--- config.mk ---
export PLATFORM = sky130hd
export DESIGN_NAME = vx_dcache_rsp_collector
export DESIGN_NICKNAME = d
export VERILOG_FILES = /design/src/rtl/vx_dcache_rsp_collector.sv
export SDC_FILE = /design/constraint.sdc
export NUM_CORES = 1
export LEC_CHECK = 0
export BUFFER_PORTS_ARGS = -buffer_cell sky130_fd_sc_hd__buf_2
export CAP_MARGIN = 30
export CORE_AREA = 2 2 221 223
export DETAILED_ROUTE_END_ITERATION = 10
export DIE_AREA = 0 0 223 225
export HOLD_SLACK_MARGIN = 0.06
export PLACE_DENSITY = 0.78
export SETUP_SLACK_MARGIN = 0.05
export SYNTH_ARGS = -nofsm -noshare
export SYNTH_HDL_FRONTEND = slang
export SYNTH_SLANG_ARGS = --single-unit
--- constraint.sdc ---
create_clock -name clk -period 6.15 [get_ports clk]
set_input_delay 0.9225 -clock clk [delete_from_list [all_inputs] [get_ports clk]]
set_output_delay 0.9225 -clock clk [all_outputs]
set_load 0.01 [all_outputs]
--- src/rtl/vx_dcache_rsp_collector.sv ---
// Collects per-lane dcache responses into per-request entries and emits one
// bundled response (mask, lane data, tag) per completed request, in rotating order.
module vx_dcache_rsp_collector #(
    parameter int NUM_REQS    = 4,
    parameter int WORD_SIZE   = 4,
    parameter int TAG_WIDTH   = 8,
    parameter int NUM_ENTRIES = 4,
    localparam int WW         = WORD_SIZE * 8,
    localparam int IDW        = $clog2(NUM_ENTRIES)
) (
    input  logic                     clk,
    input  logic                     reset,

    input  logic                     alloc_valid,
    input  logic [NUM_REQS-1:0]      alloc_tmask,
    input  logic [TAG_WIDTH-1:0]     alloc_tag,
    output logic                     alloc_ready,
    output logic [IDW-1:0]           alloc_id,

    input  logic [NUM_REQS-1:0]      lane_rsp_valid,
    input  logic [NUM_REQS*IDW-1:0]  lane_rsp_id,
    input  logic [NUM_REQS*WW-1:0]   lane_rsp_data,
    output logic [NUM_REQS-1:0]      lane_rsp_ready,

    output logic                     rsp_valid,
    output logic [NUM_REQS-1:0]      rsp_tmask,
    output logic [NUM_REQS*WW-1:0]   rsp_data,
    output logic [TAG_WIDTH-1:0]     rsp_tag,
    input  logic                     rsp_ready
);

    localparam logic [1:0] ST_FREE    = 2'd0;
    localparam logic [1:0] ST_PENDING = 2'd1;
    localparam logic [1:0] ST_DONE    = 2'd2;

    logic [1:0]           entry_state    [NUM_ENTRIES];
    logic [NUM_REQS-1:0]  entry_expected [NUM_ENTRIES];
    logic [NUM_REQS-1:0]  entry_received [NUM_ENTRIES];
    logic [TAG_WIDTH-1:0] entry_tag      [NUM_ENTRIES];
    logic [WW-1:0]        entry_data     [NUM_ENTRIES][NUM_REQS];
    logic [IDW-1:0]       rr_ptr;

    logic [IDW-1:0]       lane_id   [NUM_REQS];
    logic [WW-1:0]        lane_word [NUM_REQS];
    logic [NUM_REQS-1:0]  lane_accept;
    logic [NUM_REQS-1:0]  entry_hits [NUM_ENTRIES];

    logic                 any_free;
    logic [IDW-1:0]       free_id;
    logic                 alloc_fire;
    logic                 done_found;
    logic [IDW-1:0]       done_id;
    logic [IDW-1:0]       scan_id;
    logic                 out_load;
    logic                 emit_fire;
    logic [NUM_REQS*WW-1:0] sel_data;

    assign lane_rsp_ready = '1;

    always_comb begin
        for (int i = 0; i < NUM_REQS; i++) begin
            lane_id[i]   = lane_rsp_id[i*IDW +: IDW];
            lane_word[i] = lane_rsp_data[i*WW +: WW];
        end
    end

    // NOTE: every always_comb output gets a default before any conditional
    // assignment so no path leaves it unassigned and no latch is inferred.
    always_comb begin
        any_free = 1'b0;
        free_id  = '0;
        for (int e = NUM_ENTRIES - 1; e >= 0; e--) begin
            if (entry_state[e] == ST_FREE) begin
                any_free = 1'b1;
                free_id  = e[IDW-1:0];
            end
        end
    end

    // Allocation sees only registered state; reset gating keeps it low while held in reset.
    assign alloc_ready = any_free & reset;
    assign alloc_id    = free_id;
    assign alloc_fire  = alloc_valid & alloc_ready;

    // A lane write is accepted only into a column still owed by a PENDING entry.
    always_comb begin
        lane_accept = '0;
        for (int i = 0; i < NUM_REQS; i++) begin
            lane_accept[i] = lane_rsp_valid[i]
                          && (entry_state[lane_id[i]] == ST_PENDING)
                          && entry_expected[lane_id[i]][i]
                          && !entry_received[lane_id[i]][i];
        end
    end

    always_comb begin
        for (int e = 0; e < NUM_ENTRIES; e++) begin
            entry_hits[e] = '0;
            for (int i = 0; i < NUM_REQS; i++) begin
                entry_hits[e][i] = lane_accept[i] && (lane_id[i] == e[IDW-1:0]);
            end
        end
    end

    // Rotating search for a DONE entry, starting at rr_ptr.
    always_comb begin
        done_found = 1'b0;
        done_id    = rr_ptr;
        scan_id    = '0;
        for (int k = 0; k < NUM_ENTRIES; k++) begin
            scan_id = rr_ptr + k[IDW-1:0];
            if (!done_found && entry_state[scan_id] == ST_DONE) begin
                done_found = 1'b1;
                done_id    = scan_id;
            end
        end
    end

    assign out_load  = !rsp_valid || rsp_ready;
    assign emit_fire = out_load && done_found;

    always_comb begin
        sel_data = '0;
        for (int i = 0; i < NUM_REQS; i++) begin
            sel_data[i*WW +: WW] = entry_expected[done_id][i] ? entry_data[done_id][i] : '0;
        end
    end

    // NOTE: sequential state uses non-blocking assignments so every register
    // samples the pre-edge values regardless of statement order.
    always_ff @(posedge clk or negedge reset) begin
        if (!reset) begin
            for (int e = 0; e < NUM_ENTRIES; e++) begin
                entry_state[e]    <= ST_FREE;
                entry_expected[e] <= '0;
                entry_received[e] <= '0;
                entry_tag[e]      <= '0;
            end
            rr_ptr <= '0;
        end else begin
            for (int e = 0; e < NUM_ENTRIES; e++) begin
                if (entry_state[e] == ST_PENDING) begin
                    entry_received[e] <= entry_received[e] | entry_hits[e];
                    if ((entry_received[e] | entry_hits[e]) == entry_expected[e]) begin
                        entry_state[e] <= ST_DONE;
                    end
                end
                if (alloc_fire && free_id == e[IDW-1:0]) begin
                    entry_state[e]    <= (alloc_tmask == '0) ? ST_DONE : ST_PENDING;
                    entry_expected[e] <= alloc_tmask;
                    entry_received[e] <= '0;
                    entry_tag[e]      <= alloc_tag;
                end
                if (emit_fire && done_id == e[IDW-1:0]) begin
                    entry_state[e] <= ST_FREE;
                end
            end
            if (emit_fire) begin
                rr_ptr <= done_id + 1'b1;
            end
        end
    end

    // NOTE: the lane data array has no reset; a column is only read after the
    // lane has written it, and unexpected lanes are masked to zero on output.
    always_ff @(posedge clk) begin
        for (int i = 0; i < NUM_REQS; i++) begin
            if (lane_accept[i]) begin
                entry_data[lane_id[i]][i] <= lane_word[i];
            end
        end
    end

    always_ff @(posedge clk or negedge reset) begin
        if (!reset) begin
            rsp_valid <= 1'b0;
            rsp_tmask <= '0;
            rsp_data  <= '0;
            rsp_tag   <= '0;
        end else if (out_load) begin
            rsp_valid <= done_found;
            if (done_found) begin
                rsp_tmask <= entry_expected[done_id];
                rsp_data  <= sel_data;
                rsp_tag   <= entry_tag[done_id];
            end
        end
    end

    // Dropped lane returns (duplicate, unexpected lane, or entry not PENDING) are flagged.
    always @(posedge clk) begin
        if (reset) begin
            for (int i = 0; i < NUM_REQS; i++) begin
                if (lane_rsp_valid[i]) begin
                    assert (lane_accept[i])
                        else $warning("lane %0d response to entry %0d dropped", i, lane_id[i]);
                end
            end
        end
    end

endmodule

; ---- Word level (Yosys, flattened, before mapping)
; Memory sizes are Yosys's and may differ from the RTL's.
; Index checks and enable logic that the tools add are counted.
[word_totals]
input_bits = 156
mem_bits_rw = 512
output_inout_bits = 148
n_memories = 1
regBits = 215
word_cells = 267
[mem_list]
columns = memory, depth, width, rd, rd_clocked_by_memory_dff, write_ports, line
row1 = entry_data, 4, 128, 1, 0, 4, 40  ; logic [WW-1:0] entry_data [NUM_ENTRIES][NUM_REQS];
[op_classes]
muxes = 106
n_bitwise = 15
add_sub_neg = 4
reduce_logical = 77
eq_ne = 34
magnitude_cmp = 9
[op_table]
columns = op, n
row1 = 2-to-1 mux 32 bit, 4
row2 = 2-to-1 mux 2 bit, 44
row3 = binary-select mux 4 bit (select 2 bit), 9
row4 = 2-to-1 mux 4 bit, 14
row5 = logical AND 1 bit, 40
row6 = binary-select mux 2 bit (select 2 bit), 8
row7 = == test 2 bit (second input constant), 16
row8 = == test 2 x 1 -> 1 bit (second input constant), 14
row9 = >= comparator 3 bit (second input constant), 9
row10 = NOT 2 -> 3 bit, 9
row11 = nonzero test 3 bit, 8
row12 = logical NOT 2 bit, 10
row13 = 2-to-1 mux 1 bit, 20
row14 = binary-select mux 8 bit (select 2 bit), 1
row15 = == test 4 bit, 4
row16 = 2-to-1 mux 8 bit, 2
row17 = OR 4 bit, 4
row18 = 2-to-1 mux 3 bit, 4
row19 = AND reduction 2 bit, 5
row20 = logical NOT 1 bit, 8
row21 = nonzero test 2 bit, 4
row22 = adder 2 x 1 -> 2 bit (second input constant), 2
row23 = adder 2 bit (second input constant), 2
row24 = logical NOT 4 bit, 1
row25 = other kinds (2), 3

; ---- Depth between registers and ports, before layout
; Gate-level depths: netlist (run 1).
[logic_depth]
word_depth = 20
mapped_depth = 12
depth_no_buf = 7

; ---- Least setup slack after synthesis (run 1)
; Ideal clock, no wire load.
[synth_timing]
kind = in2reg
from = in lane_rsp_id[7]
to = mem entry_data[0][0] (netlist name), enable pin
arrival_ps = 4718
n_path_buf = 0
setup_slack_ps = 930
path_stages = 2
required_time_ps = 5648
path_cell_list = or4b_2 > nor4_1
[synth_lines]
columns = element, line
row1 = from (decl), 21  ; input logic [NUM_REQS*IDW-1:0] lane_rsp_id,
row2 = to (decl), 40

; ---- Worst setup path after layout (run 1)
[layout_timing]
from = reg entry_state[0] (netlist name)
to = reg rsp_data[5]
[layout_via]
elab_chain_cells = 19
word_cells_on_any_way = 36
cone_classes = eq/ne: 4 / mux: 23 / bitwise: 1 / reduce/logical: 7 / memory: 1
[layout_rtl]
columns = element, line
row1 = from (decl), 36  ; logic [1:0] entry_state [NUM_ENTRIES];
row2 = "from (signal, indexed assignment)", 149  ; entry_state[e] <= (alloc_tmask == '0) ? ST_DONE : ST_PENDING;
row3 = binary-select mux 2 bit (select 2 bit), 112  ; if (!done_found && entry_state[scan_id] == ST_DONE) begin
row4 = 2-to-1 mux 2 bit (implied by the code) (2 in series), 112
row5 = == test 2 bit, 112
row6 = 2-to-1 mux 1 bit, 112
row7 = logical NOT 1 bit, 112
row8 = logical AND 1 bit, 112
row9 = 2-to-1 mux 1 bit, 112
row10 = logical NOT 1 bit, 112
row11 = logical AND 1 bit, 112
row12 = 2-to-1 mux 1 bit, 112
row13 = logical NOT 1 bit, 112
row14 = logical AND 1 bit, 112
row15 = 2-to-1 mux 2 bit, 112
row16 = NOT 2 -> 3 bit (implied by the code), 125  ; sel_data[i*WW +: WW] = entry_expected[done_id][i] ? entry_data[done_id][i] : '0;
row17 = binary-select mux 4 bit (select 2 bit), 125
row18 = 2-to-1 mux 4 bit (2 in series), n/a
row19 = 2-to-1 mux 32 bit, 125
row20 = to (signal assigned), 184  ; rsp_data <= sel_data;
row21 = to (decl), 27  ; output logic [NUM_REQS*WW-1:0] rsp_data,
; Several ways; a longest one is shown, not always the timed one. The select of a mux whose other input is x is not followed.
; A chain may end at the register's enable or synchronous reset.

==> results of run 1 <==
through the flow:
step	hold WS, ns	area, um2
after detailed placement	0.461	29800
after floorplan	0.473	27400
after global placement	0.453	29600
after CTS	0.360	32300
after global routing	0.370	32400
final	0.332	32400
logic make-up (layout without fill, tap and decap cells):
| group | count (synthesis) | in the layout |
|---|---|---|
| AO/OA/AOI/OAI | 217 | 217 |
| XOR/XNOR | 7 | 7 |
| adder cells (fa/ha/maj) | 4 | 4 |
| buffers and inverters | 88 | 481 |
| flip-flops | 727 | 727 |
| multiplexers | 183 | 183 |
| other | 1 | 12 |
| AND/OR/NAND/NOR | 136 | 136 |
area by class of cell:
| type | instances | area, um2 |
|---|---|---|
| sequential | 727 | 20800 |
| fill | 3055 | 15200 |
| multi-input combinational | 551 | 6320 |
| clock buffer | 105 | 2210 |
| timing repair buffer | 332 | 1940 |
| tap | 615 | 769 |
| clock inverter | 32 | 323 |
| inverter | 12 | 52.6 |
| antenna | 8 | 20.0 |
layer usage:
metal	up-vias	track usage
met3	126	0.0722
li1	6230	-
met2	508	0.392
met4	26	0.0808
met5	-	0
met1	7488	0.317
sequential cells by signal (all words and copies together), names as in the netlist:
| register | count |
|---|---|
| entry_data | 512 |
| rsp_valid | 1 |
| rsp_tmask | 4 |
| rsp_tag | 8 |
| entry_tag | 32 |
| entry_state | 8 |
| rsp_data | 128 |
| rr_ptr | 2 |
| entry_received | 16 |
| entry_expected | 16 |
how the worst max path moves through the flow:
stage | endpoint | depth (start not counted) | startpoint
floorplan | entry_data[0][0]$_DFFE_PP_ | 2 | lane_rsp_id[7]
global placement | rsp_data[34]$_DFFE_PN0P_ | 6 | rsp_ready
detailed placement | rsp_data[1]$_DFFE_PN0P_ | 9 | entry_state[0]$_DFFE_PN0P_
CTS | rsp_data[69]$_DFFE_PN0P_ | 8 | entry_state[6]$_DFFE_PN0P_
global route | rsp_data[45]$_DFFE_PN0P_ | 9 | entry_state[0]$_DFFE_PN0P_
finish | rsp_data[5]$_DFFE_PN0P_ | 9 | entry_state[0]$_DFFE_PN0P_
layout by cell type (no fill, tap or decap), types with 5 or more instances in the layout:
cell type / synthesis / routed
sky130_fd_sc_hd__nand2_1: 26 / 26
sky130_fd_sc_hd__mux2_2: 47 / 47
sky130_fd_sc_hd__a21oi_1: 12 / 12
sky130_fd_sc_hd__inv_1: 11 / 11
sky130_fd_sc_hd__xnor2_1: 7 / 7
sky130_fd_sc_hd__nor4_2: 2 / 5
sky130_fd_sc_hd__clkbuf_8: 0 / 14
sky130_fd_sc_hd__clkinv_1: 0 / 6
sky130_fd_sc_hd__mux4_2: 128 / 128
sky130_fd_sc_hd__diode_2: 0 / 8
sky130_fd_sc_hd__buf_16: 0 / 6
sky130_fd_sc_hd__mux2i_1: 8 / 8
sky130_fd_sc_hd__nand3_1: 5 / 5
sky130_fd_sc_hd__dfrtp_1: 215 / 215
sky130_fd_sc_hd__clkbuf_1: 38 / 12
sky130_fd_sc_hd__buf_12: 0 / 5
sky130_fd_sc_hd__clkbuf_16: 0 / 79
sky130_fd_sc_hd__buf_4: 5 / 22
sky130_fd_sc_hd__buf_2: 17 / 298
sky130_fd_sc_hd__o31ai_1: 9 / 8
sky130_fd_sc_hd__nor2b_1: 22 / 22
sky130_fd_sc_hd__a211oi_1: 17 / 17
sky130_fd_sc_hd__nand2b_1: 10 / 10
sky130_fd_sc_hd__clkinv_2: 0 / 14
sky130_fd_sc_hd__nor2_4: 0 / 7
sky130_fd_sc_hd__nor2_1: 30 / 23
sky130_fd_sc_hd__bufinv_16: 0 / 6
sky130_fd_sc_hd__o21ai_0: 10 / 10
sky130_fd_sc_hd__edfxtp_1: 512 / 512
sky130_fd_sc_hd__a22o_1: 128 / 128
power by group:
group / internal, uW / leakage (uW) / switching [uW]
clock: 2770 / 0.00126 / 1820
sequential: 5900 / 0.00738 / 397
combinational: 2950 / 0.00365 / 3170
total: 11600 / 0.0123 / 5380
worst max-delay path, stage by stage, from the launching register on:
cell,delay [ns]
sky130_fd_sc_hd__dfrtp_1,0.43
sky130_fd_sc_hd__and2b_1,0.40
sky130_fd_sc_hd__o21ai_0,0.18
sky130_fd_sc_hd__a22oi_2,0.26
sky130_fd_sc_hd__buf_4,0.51
sky130_fd_sc_hd__buf_4,0.64
sky130_fd_sc_hd__mux2i_1,0.29
sky130_fd_sc_hd__o22ai_2,0.11
sky130_fd_sc_hd__buf_4,0.29
sky130_fd_sc_hd__a22o_1,0.24
==> run_summary.xml, run 1 <==
<?xml version="1.0" encoding="UTF-8"?>
<metrics>
  <group name="run_status">
    <metric name="status" unit="">complete, no violations</metric>
  </group>
  <group name="clock_tree">
    <metric name="cts-resized-gates" unit="">0</metric>
    <metric name="worst_skew_pair.late_latency" unit="ns">0.60</metric>
    <metric name="clockBufferDepth" unit="">3</metric>
    <metric name="clock_transition_at_the_registers_of_the_reported_paths" unit="ns">0.06</metric>
    <metric name="cts_inserted_buffers" unit="">75</metric>
    <metric name="clock_tree_from_tritoncts" unit="">yes</metric>
    <metric name="buffers_inserted_during_post_cts_setup_optimization" unit="">0</metric>
    <metric name="cts_hold_repair.buffers" unit="">0</metric>
    <metric name="cts_htree_levels" unit="">3</metric>
    <metric name="cts_root_buffer" unit="">sky130_fd_sc_hd__clkbuf_16</metric>
    <metric name="total_number_of_clock_tree_sinks" unit="">727</metric>
  </group>
  <group name="logic_synthesis">
    <metric name="synth-edff-count" unit="">512</metric>
    <metric name="synth_fa_ha_area_frac" unit="">0.00183</metric>
    <metric name="yosysTopAreaCell" unit="">sky130_fd_sc_hd__edfxtp_1</metric>
    <metric name="most_used_standard_cell_by_instance_count_after_synthesis" unit="">sky130_fd_sc_hd__edfxtp_1</metric>
    <metric name="post_synth_num_cell_types" unit="">65</metric>
    <metric name="yosys_warnings" unit="">0</metric>
    <metric name="synth.mux.area_fraction" unit="">0.127</metric>
    <metric name="ys_seq_elements" unit="">727</metric>
    <metric name="post-synth-top-area-fraction" unit="">0.561</metric>
    <metric name="synth.avg_cell_area" unit="um2">20.1</metric>
    <metric name="synth_xor_xnor_area_share" unit="">0.00224</metric>
    <metric name="most_common_flop_cell_mapped_by_yosys" unit="">sky130_fd_sc_hd__edfxtp_1</metric>
    <metric name="synth_top_family_by_area" unit="">multiplexers</metric>
    <metric name="seq_area_frac_synth" unit="">0.758</metric>
    <metric name="syn_area" unit="um2">27400</metric>
    <metric name="synth-async-reset-ratio" unit="">0.296</metric>
    <metric name="post_synthesis_cell_count" unit="">1363</metric>
    <metric name="post_synth_most_frequent_cells" unit="">sky130_fd_sc_hd__edfxtp_1 (512), sky130_fd_sc_hd__dfrtp_1 (215), sky130_fd_sc_hd__a22o_1 (128), sky130_fd_sc_hd__mux4_2 (128), sky130_fd_sc_hd__mux2_2 (47)</metric>
    <metric name="ys_top_cells_by_area" unit="">sky130_fd_sc_hd__edfxtp_1 (56%), sky130_fd_sc_hd__dfrtp_1 (20%), sky130_fd_sc_hd__mux4_2 (11%), sky130_fd_sc_hd__a22o_1 (4.1%), sky130_fd_sc_hd__mux2_2 (1.9%)</metric>
    <metric name="synth_compound_area_frac" unit="">0.0653</metric>
    <metric name="post_synthesis_simple_gate_area_fraction" unit="">0.0278</metric>
  </group>
  <group name="placement">
    <metric name="cell_count_after_placement" unit="">2236</metric>
    <metric name="hpwl" unit="mm">35.0</metric>
    <metric name="port_buffers" unit="">299</metric>
    <metric name="placement.setup.worst_slack" unit="ns">2.61</metric>
    <metric name="finalWeightedCongestion" unit="">0.805</metric>
  </group>
  <group name="power_and_ir_drop">
    <metric name="finalPower" unit="uW">17000</metric>
    <metric name="worst_ir_drop_vdd" unit="V">0.000451</metric>
    <metric name="power.static_leakage" unit="uW">0.0123</metric>
    <metric name="p_per_area" unit="nW/um2">525</metric>
  </group>
  <group name="timing">
    <metric name="rsz0062_at_grt" unit="">false</metric>
    <metric name="timing.setup.tns" unit="ns">0</metric>
    <metric name="worst-slew-pin-transition" unit="ns">1.06</metric>
    <metric name="slew-limit-headroom" unit="">0.294</metric>
    <metric name="timing.final.max_slew_violations" unit="">0</metric>
    <metric name="final.setup_skew" unit="ns">0.0185</metric>
    <metric name="final_worst_path_period_share" unit="">0.583</metric>
    <metric name="hold_violations" unit="">0</metric>
    <metric name="final_period_minus_worst_setup_slack" unit="ns">3.58</metric>
    <metric name="max_clock_freq" unit="MHz">279</metric>
    <metric name="finalWorstSetupSlack" unit="ns">2.57</metric>
    <metric name="finalSetupViolCount" unit="">0</metric>
  </group>
  <group name="routing">
    <metric name="met1Wirelength" unit="mm">23.6</metric>
    <metric name="count_of_tritonroute_iterations_in_the_first_routing_pass" unit="">5</metric>
    <metric name="wl_met3" unit="mm">4.48</metric>
    <metric name="detailedRoute.firstIterationViolations" unit="">1186</metric>
    <metric name="post_drt_via_cell_ratio" unit="">6.04</metric>
    <metric name="maxUsedRoutingLayer" unit="">met5</metric>
    <metric name="average_wire_length_per_cell_after_detail_routing" unit="um">24.9</metric>
    <metric name="detail_route.drc_violations" unit="">0</metric>
    <metric name="totalWireLength" unit="mm">59.3</metric>
    <metric name="via_count" unit="">14400</metric>
    <metric name="met2RoutedLength" unit="mm">29.3</metric>
    <metric name="antenna_violating_nets_post_route" unit="">0</metric>
  </group>
  <group name="global_routing">
    <metric name="grt_first_pass_wirelength" unit="mm">90.0</metric>
    <metric name="grtUsageTotal" unit="">0.242</metric>
    <metric name="number_of_global_route_vias_before_repair" unit="">14900</metric>
    <metric name="largest_net_degree_at_the_start_of_global_routing" unit="">131</metric>
    <metric name="antenna_found_initial" unit="">21</metric>
    <metric name="globalRouteOverflowTotal" unit="">0</metric>
  </group>
  <group name="finish">
    <metric name="instances_no_fill" unit="">2382</metric>
    <metric name="final_util" unit="">0.681</metric>
    <metric name="final_layout_size_suffix_gt1_frac" unit="">0.376</metric>
    <metric name="num-nets-final" unit="">1859</metric>
    <metric name="area_growth" unit="%">18.2</metric>
  </group>
  <group name="setup_path">
    <metric name="rr_worst_depth" unit="">9</metric>
    <metric name="worst-endpoint-required" unit="ns">6.63</metric>
    <metric name="setup.worst_path.class" unit="">reg2reg</metric>
    <metric name="critPathArrivalTime" unit="ns">4.06</metric>
    <metric name="critical_path.startpoint_type" unit="">register</metric>
    <metric name="setup.worst_path.end_class" unit="">register</metric>
    <metric name="critPathMaxFanout" unit="">41</metric>
    <metric name="worstReg2RegEnd" unit="">rsp_data[5]$_DFFE_PN0P_</metric>
    <metric name="reg2reg_setup_slack" unit="ns">2.57</metric>
    <metric name="timing.rr.start" unit="">entry_state[0]$_DFFE_PN0P_</metric>
  </group>
  <group name="floorplan">
    <metric name="core.rowCount" unit="">80</metric>
    <metric name="design.core.area" unit="um2">47500</metric>
    <metric name="dieWidth" unit="um">223</metric>
    <metric name="die-area" unit="um2">50200</metric>
    <metric name="io_pins" unit="">304</metric>
    <metric name="start_util" unit="">0.576</metric>
    <metric name="chipHeight" unit="um">225</metric>
  </group>
  <group name="flow_run">
    <metric name="max_cap_viol_count" unit="">0</metric>
  </group>
  <group name="hold_path">
    <metric name="worst_hold_class" unit="">in2async</metric>
  </group>
</metrics>
Note: power is estimated with default switching activity, not from simulation.
==> run 2, diff against run 1 <==
--- a/config.mk
+++ b/config.mk
@@ -5,13 +5,14 @@
 export SDC_FILE = /design/constraint.sdc
 export NUM_CORES = 1
 export LEC_CHECK = 0
+export ABC_AREA = 1
 export BUFFER_PORTS_ARGS = -buffer_cell sky130_fd_sc_hd__buf_2
 export CAP_MARGIN = 30
-export CORE_AREA = 2 2 221 223
+export CORE_AREA = 2 2 235 237
 export DETAILED_ROUTE_END_ITERATION = 10
-export DIE_AREA = 0 0 223 225
+export DIE_AREA = 0 0 237 239
 export HOLD_SLACK_MARGIN = 0.06
-export PLACE_DENSITY = 0.78
+export PLACE_DENSITY = 0.79
 export SETUP_SLACK_MARGIN = 0.05
 export SYNTH_ARGS = -nofsm -noshare
 export SYNTH_HDL_FRONTEND = slang
==> constraint.sdc (replaced) <==
create_clock -name clk -period 3.5 [get_ports clk]
set_input_delay 0.525 -clock clk [delete_from_list [all_inputs] [get_ports clk]]
set_output_delay 0.525 -clock clk [all_outputs]
set_load 0.01 [all_outputs]
==> run 2 against run 1 <==
Compared with the run above:
- fmax grew 17%
- die area up 13%
- synthesized cell count is 130% higher
- cell area increased by 11%
- core utilization fell by 1.7 points
==> run_summary.xml, run 2 <==
<?xml version="1.0" encoding="UTF-8"?>
<metrics>
  <group name="timing">
    <metric name="max_clock_freq" unit="MHz">325</metric>
    <metric name="timing.final.max_slew_violations" unit="">0</metric>
    <metric name="final.setup_skew" unit="ns">0.0282</metric>
    <metric name="slew-limit-headroom" unit="">0.374</metric>
    <metric name="final_period_minus_worst_setup_slack" unit="ns">3.08</metric>
    <metric name="final_worst_path_period_share" unit="">0.879</metric>
    <metric name="hold_violations" unit="">0</metric>
    <metric name="finalSetupViolCount" unit="">0</metric>
    <metric name="rsz0062_at_grt" unit="">false</metric>
    <metric name="worst-slew-pin-transition" unit="ns">0.938</metric>
    <metric name="timing.setup.tns" unit="ns">0</metric>
  </group>
  <group name="setup_path">
    <metric name="setup.worst_path.end_class" unit="">register</metric>
    <metric name="cp_num_cells" unit="">14</metric>
    <metric name="critical_path.startpoint_type" unit="">register</metric>
    <metric name="reg2reg_setup_slack" unit="ns">0.42</metric>
    <metric name="worst-endpoint-required" unit="ns">4.04</metric>
    <metric name="cell_breakdown_of_the_critical_path" unit="">inv_4 -&gt; nand2_1 -&gt; nand2_1 -&gt; nand3_1 -&gt; nand2_1 -&gt; nand4_4 -&gt; nand2_8 -&gt; buf_4 -&gt; nand2_1 -&gt; nand2_1 -&gt; nand2_1 -&gt; nand2_1 -&gt; nand3_1 -&gt; nand2_1</metric>
    <metric name="timing.rr.start" unit="">rr_ptr[0]$_DFFE_PN0P_</metric>
    <metric name="cpPeakStageDelay" unit="ns">0.55</metric>
    <metric name="critPathArrivalTime" unit="ns">3.61</metric>
    <metric name="cp_top_family" unit="">simple AND/OR/NAND/NOR gates</metric>
    <metric name="worstReg2RegEnd" unit="">rsp_data[20]$_DFFE_PN0P_</metric>
    <metric name="cell_type_of_the_slowest_stage_on_the_worst_timing_path" unit="">sky130_fd_sc_hd__dfrtp_1</metric>
    <metric name="worst-path-buf-inv" unit="">2</metric>
    <metric name="setup.worst_path.class" unit="">reg2reg</metric>
    <metric name="rr_worst_depth" unit="">14</metric>
    <metric name="cp_common_cell" unit="">sky130_fd_sc_hd__nand2_1</metric>
    <metric name="critPathMaxFanout" unit="">44</metric>
  </group>
  <group name="global_routing">
    <metric name="antenna_found_initial" unit="">22</metric>
    <metric name="grtUsageTotal" unit="">0.271</metric>
    <metric name="globalRouteOverflowTotal" unit="">0</metric>
    <metric name="grt_first_pass_wirelength" unit="mm">119</metric>
    <metric name="largest_net_degree_at_the_start_of_global_routing" unit="">149</metric>
    <metric name="number_of_global_route_vias_before_repair" unit="">22100</metric>
  </group>
  <group name="logic_synthesis">
    <metric name="ys_seq_elements" unit="">727</metric>
    <metric name="synth.mux.area_fraction" unit="">0</metric>
    <metric name="synth.avg_cell_area" unit="um2">10.1</metric>
    <metric name="post-synth-top-area-fraction" unit="">0.485</metric>
    <metric name="synth-edff-count" unit="">512</metric>
    <metric name="post_synthesis_simple_gate_area_fraction" unit="">0.278</metric>
    <metric name="synth_compound_area_frac" unit="">0.0138</metric>
    <metric name="yosys_warnings" unit="">0</metric>
    <metric name="synth_fa_ha_area_frac" unit="">0.00158</metric>
    <metric name="post_synthesis_cell_count" unit="">3137</metric>
    <metric name="syn_area" unit="um2">31700</metric>
    <metric name="post_synth_most_frequent_cells" unit="">sky130_fd_sc_hd__nand2_1 (1,458), sky130_fd_sc_hd__edfxtp_1 (512), sky130_fd_sc_hd__nand3_1 (370), sky130_fd_sc_hd__dfrtp_1 (215), sky130_fd_sc_hd__inv_1 (114)</metric>
    <metric name="seq_area_frac_synth" unit="">0.655</metric>
    <metric name="yosysTopAreaCell" unit="">sky130_fd_sc_hd__edfxtp_1</metric>
    <metric name="post_synth_num_cell_types" unit="">32</metric>
    <metric name="synth-async-reset-ratio" unit="">0.296</metric>
    <metric name="synth_xor_xnor_area_share" unit="">0</metric>
    <metric name="most_common_flop_cell_mapped_by_yosys" unit="">sky130_fd_sc_hd__edfxtp_1</metric>
    <metric name="synth_top_family_by_area" unit="">simple AND/OR/NAND/NOR gates</metric>
    <metric name="most_used_standard_cell_by_instance_count_after_synthesis" unit="">sky130_fd_sc_hd__nand2_1</metric>
    <metric name="ys_top_cells_by_area" unit="">sky130_fd_sc_hd__edfxtp_1 (49%), sky130_fd_sc_hd__nand2_1 (17%), sky130_fd_sc_hd__dfrtp_1 (17%), sky130_fd_sc_hd__nand3_1 (5.8%), sky130_fd_sc_hd__nand3_2 (3.3%)</metric>
  </group>
  <group name="routing">
    <metric name="antenna_violating_nets_post_route" unit="">0</metric>
    <metric name="detail_route.drc_violations" unit="">0</metric>
    <metric name="post_drt_via_cell_ratio" unit="">5.49</metric>
    <metric name="via_count" unit="">22900</metric>
    <metric name="totalWireLength" unit="mm">76.5</metric>
    <metric name="count_of_tritonroute_iterations_in_the_first_routing_pass" unit="">6</metric>
    <metric name="average_wire_length_per_cell_after_detail_routing" unit="um">18.3</metric>
    <metric name="detailedRoute.firstIterationViolations" unit="">1762</metric>
  </group>
  <group name="clock_tree">
    <metric name="cts_root_buffer" unit="">sky130_fd_sc_hd__clkbuf_16</metric>
    <metric name="buffers_inserted_during_post_cts_setup_optimization" unit="">0</metric>
    <metric name="cts_inserted_buffers" unit="">76</metric>
    <metric name="clock_transition_at_the_registers_of_the_reported_paths" unit="ns">0.06</metric>
    <metric name="cts_htree_levels" unit="">3</metric>
    <metric name="clock_tree_from_tritoncts" unit="">yes</metric>
    <metric name="worst_skew_pair.late_latency" unit="ns">0.61</metric>
    <metric name="cts_hold_repair.buffers" unit="">1</metric>
    <metric name="total_number_of_clock_tree_sinks" unit="">727</metric>
    <metric name="cts-resized-gates" unit="">0</metric>
    <metric name="clockBufferDepth" unit="">3</metric>
  </group>
  <group name="floorplan">
    <metric name="io_pins" unit="">304</metric>
    <metric name="chipHeight" unit="um">239</metric>
    <metric name="start_util" unit="">0.583</metric>
    <metric name="dieWidth" unit="um">237</metric>
    <metric name="core.rowCount" unit="">86</metric>
    <metric name="design.core.area" unit="um2">54300</metric>
    <metric name="die-area" unit="um2">56600</metric>
  </group>
  <group name="hold_path">
    <metric name="min_delay_path_depth" unit="">1</metric>
    <metric name="hold_path_end" unit="">entry_data[1][9]$_DFFE_PP_</metric>
    <metric name="hold_path_startpoint" unit="">lane_rsp_data[105]</metric>
    <metric name="worst_hold_class" unit="">in2reg</metric>
  </group>
  <group name="placement">
    <metric name="finalWeightedCongestion" unit="">0.878</metric>
    <metric name="post_dp_cell_area" unit="um2">33500</metric>
    <metric name="port_buffers" unit="">299</metric>
    <metric name="hpwl" unit="mm">43.6</metric>
  </group>
  <group name="finish">
    <metric name="final_design_area_no_fill" unit="um2">36100</metric>
    <metric name="commonest_non_fill_non_tap_cell_in_the_layout" unit="">sky130_fd_sc_hd__nand2_1</metric>
    <metric name="largest_register_ffs" unit="">512</metric>
    <metric name="final_layout_size_suffix_gt1_frac" unit="">0.171</metric>
    <metric name="area_growth" unit="%">13.9</metric>
    <metric name="mostFrequentLayoutCells" unit="">sky130_fd_sc_hd__nand2_1 (1,458), sky130_fd_sc_hd__edfxtp_1 (512), sky130_fd_sc_hd__nand3_1 (370)</metric>
    <metric name="num-nets-final" unit="">3546</metric>
  </group>
  <group name="flow_run">
    <metric name="max_cap_viol_count" unit="">0</metric>
  </group>
  <group name="run_status">
    <metric name="status" unit="">complete, no violations</metric>
  </group>
</metrics>
## run 2: cell count changes after synthesis, moves of 22 or more
cell / delta
sky130_fd_sc_hd__nand2_1: +1432
sky130_fd_sc_hd__nand3_1: +365
sky130_fd_sc_hd__a22o_1: -128
sky130_fd_sc_hd__mux4_2: -128
sky130_fd_sc_hd__inv_1: +103
sky130_fd_sc_hd__nand3_2: +103
sky130_fd_sc_hd__buf_2: +77
sky130_fd_sc_hd__o21ai_0: +52
sky130_fd_sc_hd__mux2_2: -47
sky130_fd_sc_hd__nor2b_1: -22
## run 2: worst reg2reg max path, stage by stage, from the launching register on
cell and delay [ns]:
sky130_fd_sc_hd__dfrtp_1 0.55, sky130_fd_sc_hd__inv_4 0.18, sky130_fd_sc_hd__nand2_1 0.06, sky130_fd_sc_hd__nand2_1 0.14, sky130_fd_sc_hd__nand3_1 0.08, sky130_fd_sc_hd__nand2_1 0.22, sky130_fd_sc_hd__nand4_4 0.35, sky130_fd_sc_hd__nand2_8 0.40
sky130_fd_sc_hd__buf_4 0.50, sky130_fd_sc_hd__nand2_1 0.14, sky130_fd_sc_hd__nand2_1 0.08, sky130_fd_sc_hd__nand2_1 0.05, sky130_fd_sc_hd__nand2_1 0.07, sky130_fd_sc_hd__nand3_1 0.07, sky130_fd_sc_hd__nand2_1 0.10
## run 2: kinds of logic (layout without fill, tap and decap cells)
family,count (synthesis),count (layout)
AND/OR/NAND/NOR,2013,2013
flip-flops,727,727
buffers and inverters,308,616
AO/OA/AOI/OAI,84,84
adder cells (fa/ha/maj),4,4
other,1,21
## run 2: per-stage QoR
| step | utilization | hold slack [ns] | std cells | setup slack (ns) |
|---|---|---|---|---|
| after global placement | 0.617 | 0.415 | 4010 | 0.557 |
| after global routing | 0.664 | 0.100 | 4164 | 0.185 |
| final | 0.664 | 0.129 | 4169 | 0.423 |
| after floorplan | - | 0.229 | 3140 | 1.05 |
| after CTS | 0.663 | 0.0900 | 4151 | 0.432 |
| after detailed placement | 0.617 | 0.417 | 4010 | 0.466 |
## run 2: cell type report
class,count,area (um2)
Sequential cell,727,20800
Fill cell,4144,18300
Multi-Input combinational cell,2105,9370
Clock buffer,116,2180
Timing Repair Buffer,353,2090
Tap cell,704,881
Inverter,123,469
Clock inverter,24,297
Antenna cell,17,42.5
## run 2: how the worst max path moves through the flow
stage,start,endpoint,slack (ns)
after floorplan,lane_rsp_id[3],entry_data[0][64]$_DFFE_PP_,1.05
after global placement,rr_ptr[0]$_DFFE_PN0P_,rsp_data[123]$_DFFE_PN0P_,0.56
after detailed placement,rr_ptr[0]$_DFFE_PN0P_,rsp_data[20]$_DFFE_PN0P_,0.47
after CTS,rr_ptr[0]$_DFFE_PN0P_,rsp_data[20]$_DFFE_PN0P_,0.43
after global routing,rr_ptr[0]$_DFFE_PN0P_,rsp_data[18]$_DFFE_PN0P_,0.19
final,rr_ptr[0]$_DFFE_PN0P_,rsp_data[20]$_DFFE_PN0P_,0.42
## run 2: routing by layer
layer,global-route usage,routed length [um],vias to the layer above
li1,-,-,10900
met1,0.359,31200,11000
met2,0.454,37900,850
met3,0.0461,5250,158
met4,0.0990,2060,14
met5,0,96,-
Power of run 2 is left out: the tool's default activity adds up to more than one toggle a clock period on the data nets, which glitch-free logic cannot reach.
==> run 3, diff against run 2 <==
--- a/config.mk
+++ b/config.mk
@@ -5,15 +5,15 @@
 export SDC_FILE = /design/constraint.sdc
 export NUM_CORES = 1
 export LEC_CHECK = 0
-export ABC_AREA = 1
 export BUFFER_PORTS_ARGS = -buffer_cell sky130_fd_sc_hd__buf_2
 export CAP_MARGIN = 30
-export CORE_AREA = 2 2 235 237
+export CORE_AREA = 2 2 198 248
 export DETAILED_ROUTE_END_ITERATION = 10
-export DIE_AREA = 0 0 237 239
+export DIE_AREA = 0 0 200 250
 export HOLD_SLACK_MARGIN = 0.06
 export PLACE_DENSITY = 0.79
 export SETUP_SLACK_MARGIN = 0.05
+export SKIP_LAST_GASP = 1
 export SYNTH_ARGS = -nofsm -noshare
 export SYNTH_HDL_FRONTEND = slang
 export SYNTH_SLANG_ARGS = --single-unit
==> run 3 against run 2 <==
Compared with the run above:
- hold slack worse by 0.045 ns
- sequential share of layout area up 6.8 points
- clock skew shrank 0.0031 ns
- via count down 37%
- non-clock buffer count is 13 lower
- critical path type unchanged
- critical endpoint is now rsp_data[55]$_DFFE_PN0P_
- highest routed layer unchanged
==> run_summary.xml, run 3 (synthesis gave the netlist of run 1 again) <==
<?xml version="1.0" encoding="UTF-8"?>
<metrics>
  <group name="run_status">
    <metric name="status" unit="">complete, no violations</metric>
  </group>
  <group name="clock_tree">
    <metric name="cts-resized-gates" unit="">0</metric>
    <metric name="cts_inserted_buffers" unit="">70</metric>
    <metric name="buffers_inserted_during_post_cts_setup_optimization" unit="">0</metric>
    <metric name="cts_hold_repair.buffers" unit="">0</metric>
    <metric name="cts_htree_levels" unit="">3</metric>
    <metric name="clockBufferDepth" unit="">3</metric>
    <metric name="cts_root_buffer" unit="">sky130_fd_sc_hd__clkbuf_16</metric>
    <metric name="clock_tree_from_tritoncts" unit="">yes</metric>
    <metric name="total_number_of_clock_tree_sinks" unit="">727</metric>
    <metric name="worst_skew_pair.late_latency" unit="ns">0.60</metric>
    <metric name="clock_transition_at_the_registers_of_the_reported_paths" unit="ns">0.07</metric>
  </group>
  <group name="finish">
    <metric name="mostFrequentLayoutCells" unit="">sky130_fd_sc_hd__edfxtp_1 (512), sky130_fd_sc_hd__buf_2 (298), sky130_fd_sc_hd__dfrtp_1 (215)</metric>
    <metric name="final_util" unit="">0.675</metric>
    <metric name="multi_input_comb_area" unit="um2">6390</metric>
    <metric name="commonest_non_fill_non_tap_cell_in_the_layout" unit="">sky130_fd_sc_hd__edfxtp_1</metric>
    <metric name="final.fill_count" unit="">3089</metric>
    <metric name="largest_register_ffs" unit="">512</metric>
    <metric name="area_growth" unit="%">17.8</metric>
    <metric name="final_design_area_no_fill" unit="um2">32300</metric>
    <metric name="num-nets-final" unit="">1862</metric>
    <metric name="final_layout_size_suffix_gt1_frac" unit="">0.373</metric>
    <metric name="layout.area.seq" unit="um2">20800</metric>
  </group>
  <group name="placement">
    <metric name="finalWeightedCongestion" unit="">0.821</metric>
    <metric name="placement.setup.worst_slack" unit="ns">0.559</metric>
    <metric name="hpwl" unit="mm">34.5</metric>
    <metric name="port_buffers" unit="">299</metric>
    <metric name="post_dp_cell_area" unit="um2">29900</metric>
  </group>
  <group name="power_and_ir_drop">
    <metric name="p_per_area" unit="nW/um2">917</metric>
    <metric name="netSwitchingFraction" unit="">0.317</metric>
    <metric name="sequentialPowerShare" unit="">0.373</metric>
    <metric name="net-switching-power" unit="uW">9390</metric>
    <metric name="worst_ir_drop_vdd" unit="V">0.000772</metric>
    <metric name="internal_power" unit="uW">20200</metric>
    <metric name="power_frac_comb" unit="">0.371</metric>
    <metric name="power.static_leakage" unit="uW">0.0122</metric>
    <metric name="clock_power_share" unit="">0.255</metric>
  </group>
  <group name="routing">
    <metric name="via_count" unit="">14400</metric>
    <metric name="average_wire_length_per_cell_after_detail_routing" unit="um">24.2</metric>
    <metric name="detail_route.drc_violations" unit="">0</metric>
    <metric name="antenna_violating_nets_post_route" unit="">0</metric>
    <metric name="post_drt_via_cell_ratio" unit="">5.96</metric>
    <metric name="count_of_tritonroute_iterations_in_the_first_routing_pass" unit="">7</metric>
    <metric name="detailedRoute.firstIterationViolations" unit="">851</metric>
    <metric name="totalWireLength" unit="mm">58.5</metric>
  </group>
  <group name="floorplan">
    <metric name="core.rowCount" unit="">90</metric>
    <metric name="io_pins" unit="">304</metric>
    <metric name="dieWidth" unit="um">200</metric>
    <metric name="design.core.area" unit="um2">47900</metric>
    <metric name="chipHeight" unit="um">250</metric>
    <metric name="die-area" unit="um2">50000</metric>
    <metric name="start_util" unit="">0.572</metric>
  </group>
  <group name="timing">
    <metric name="final_worst_path_period_share" unit="">0.837</metric>
    <metric name="worst-slew-pin-transition" unit="ns">0.957</metric>
    <metric name="max_clock_freq" unit="MHz">341</metric>
    <metric name="finalSetupViolCount" unit="">0</metric>
    <metric name="finalWorstSetupSlack" unit="ns">0.572</metric>
    <metric name="hold_violations" unit="">0</metric>
    <metric name="timing.setup.tns" unit="ns">0</metric>
    <metric name="slew-limit-headroom" unit="">0.362</metric>
    <metric name="rsz0062_at_grt" unit="">false</metric>
    <metric name="final_period_minus_worst_setup_slack" unit="ns">2.93</metric>
    <metric name="final.setup_skew" unit="ns">0.0251</metric>
    <metric name="timing.final.max_slew_violations" unit="">0</metric>
  </group>
  <group name="global_routing">
    <metric name="largest_net_degree_at_the_start_of_global_routing" unit="">154</metric>
    <metric name="grt_first_pass_wirelength" unit="mm">88.4</metric>
    <metric name="grtUsageTotal" unit="">0.239</metric>
    <metric name="number_of_global_route_vias_before_repair" unit="">15300</metric>
    <metric name="antenna_found_initial" unit="">22</metric>
    <metric name="globalRouteOverflowTotal" unit="">0</metric>
  </group>
  <group name="setup_path">
    <metric name="critPathMaxFanout" unit="">26</metric>
    <metric name="reg2reg_setup_slack" unit="ns">0.57</metric>
    <metric name="critPathArrivalTime" unit="ns">3.41</metric>
    <metric name="worst-endpoint-required" unit="ns">3.98</metric>
    <metric name="timing.rr.start" unit="">entry_state[0]$_DFFE_PN0P_</metric>
    <metric name="rr_worst_depth" unit="">7</metric>
    <metric name="setup.worst_path.class" unit="">reg2reg</metric>
    <metric name="setup.worst_path.end_class" unit="">register</metric>
    <metric name="critical_path.startpoint_type" unit="">register</metric>
    <metric name="worstReg2RegEnd" unit="">rsp_data[55]$_DFFE_PN0P_</metric>
  </group>
  <group name="flow_run">
    <metric name="max_cap_viol_count" unit="">0</metric>
  </group>
  <group name="hold_path">
    <metric name="worst_hold_class" unit="">in2async</metric>
  </group>
</metrics>
-- run 3: cell types whose count changed in the layout (fill, tap and decap cells not counted), sizes merged, moves of 21 or more --
cell and change:
nand3 -469, nor2 -21, clkbuf -23, mux2 +47, nor2b +22, nand2 -1443
mux4 +128, a22o +129, inv -113, o21ai -52
-- run 3: worst max-delay path: stages (launching register included) --
cell and delay [ns]:
sky130_fd_sc_hd__dfrtp_1 0.43, sky130_fd_sc_hd__and2b_1 0.38, sky130_fd_sc_hd__o21ai_0 0.16, sky130_fd_sc_hd__a22oi_2 0.35, sky130_fd_sc_hd__buf_4 0.40, sky130_fd_sc_hd__buf_4 0.45, sky130_fd_sc_hd__mux4_2 0.38, sky130_fd_sc_hd__a22o_1 0.23
-- run 3: power groups by stage --
stage | logic (uW) | registers [uW] | clock network [uW]
3_3_place_gp | 10900 | 11200 | 0
5_1_grt | 11900 | 11200 | 8040
3_5_place_dp | 11200 | 11200 | 0
2_1_floorplan | 8150 | 11300 | 0
4_1_cts | 11300 | 11100 | 7710
6_report | 11000 | 11100 | 7550
-- run 3: area by class of cell --
cell class	count	share of cell area
multi-input cells	551	0.198
clock inverters	30	0.0110
inverters	12	0.00163
diodes	17	0.00132
well taps	644	0.0250
flip-flops and latches	727	0.643
repair buffers	340	0.0601
clock buffers	94	0.0602
-- run 3: worst max-delay path by stage --
stage	from	end	cells after the start
global route	entry_state[6]$_DFFE_PN0P_	rsp_data[12]$_DFFE_PN0P_	8
global placement	entry_state[6]$_DFFE_PN0P_	rsp_data[48]$_DFFE_PN0P_	8
floorplan	entry_state[5]$_DFFE_PN0P_	entry_data[1][100]$_DFFE_PP_	2
detailed placement	entry_state[4]$_DFFE_PN0P_	rsp_data[48]$_DFFE_PN0P_	8
finish	entry_state[0]$_DFFE_PN0P_	rsp_data[55]$_DFFE_PN0P_	7
CTS	entry_state[4]$_DFFE_PN0P_	rsp_data[5]$_DFFE_PN0P_	8
-- run 3: per-layer routing --
layer  vias to the layer above  global-route usage  share of wire
met5                         -                   0         0.0018
met4                        14               0.114          0.037
met3                       132              0.0523          0.064
met2                       459               0.399           0.52
met1                      7555               0.297           0.38
li1                       6245                   -              -
-- run 3: through the flow --
| stage | hold WS, ns | instances | total power (uW) |
|---|---|---|---|
| 6_report | 0.0847 | 2415 | 29600 |
| 3_5_place_dp | 0.462 | 2274 | 22400 |
| 5_1_grt | 0.121 | 2413 | 31100 |
| 2_1_floorplan | 0.229 | 1366 | 19400 |
| 3_3_place_gp | 0.454 | 2274 | 22000 |
| 4_1_cts | 0.0997 | 2398 | 30000 |
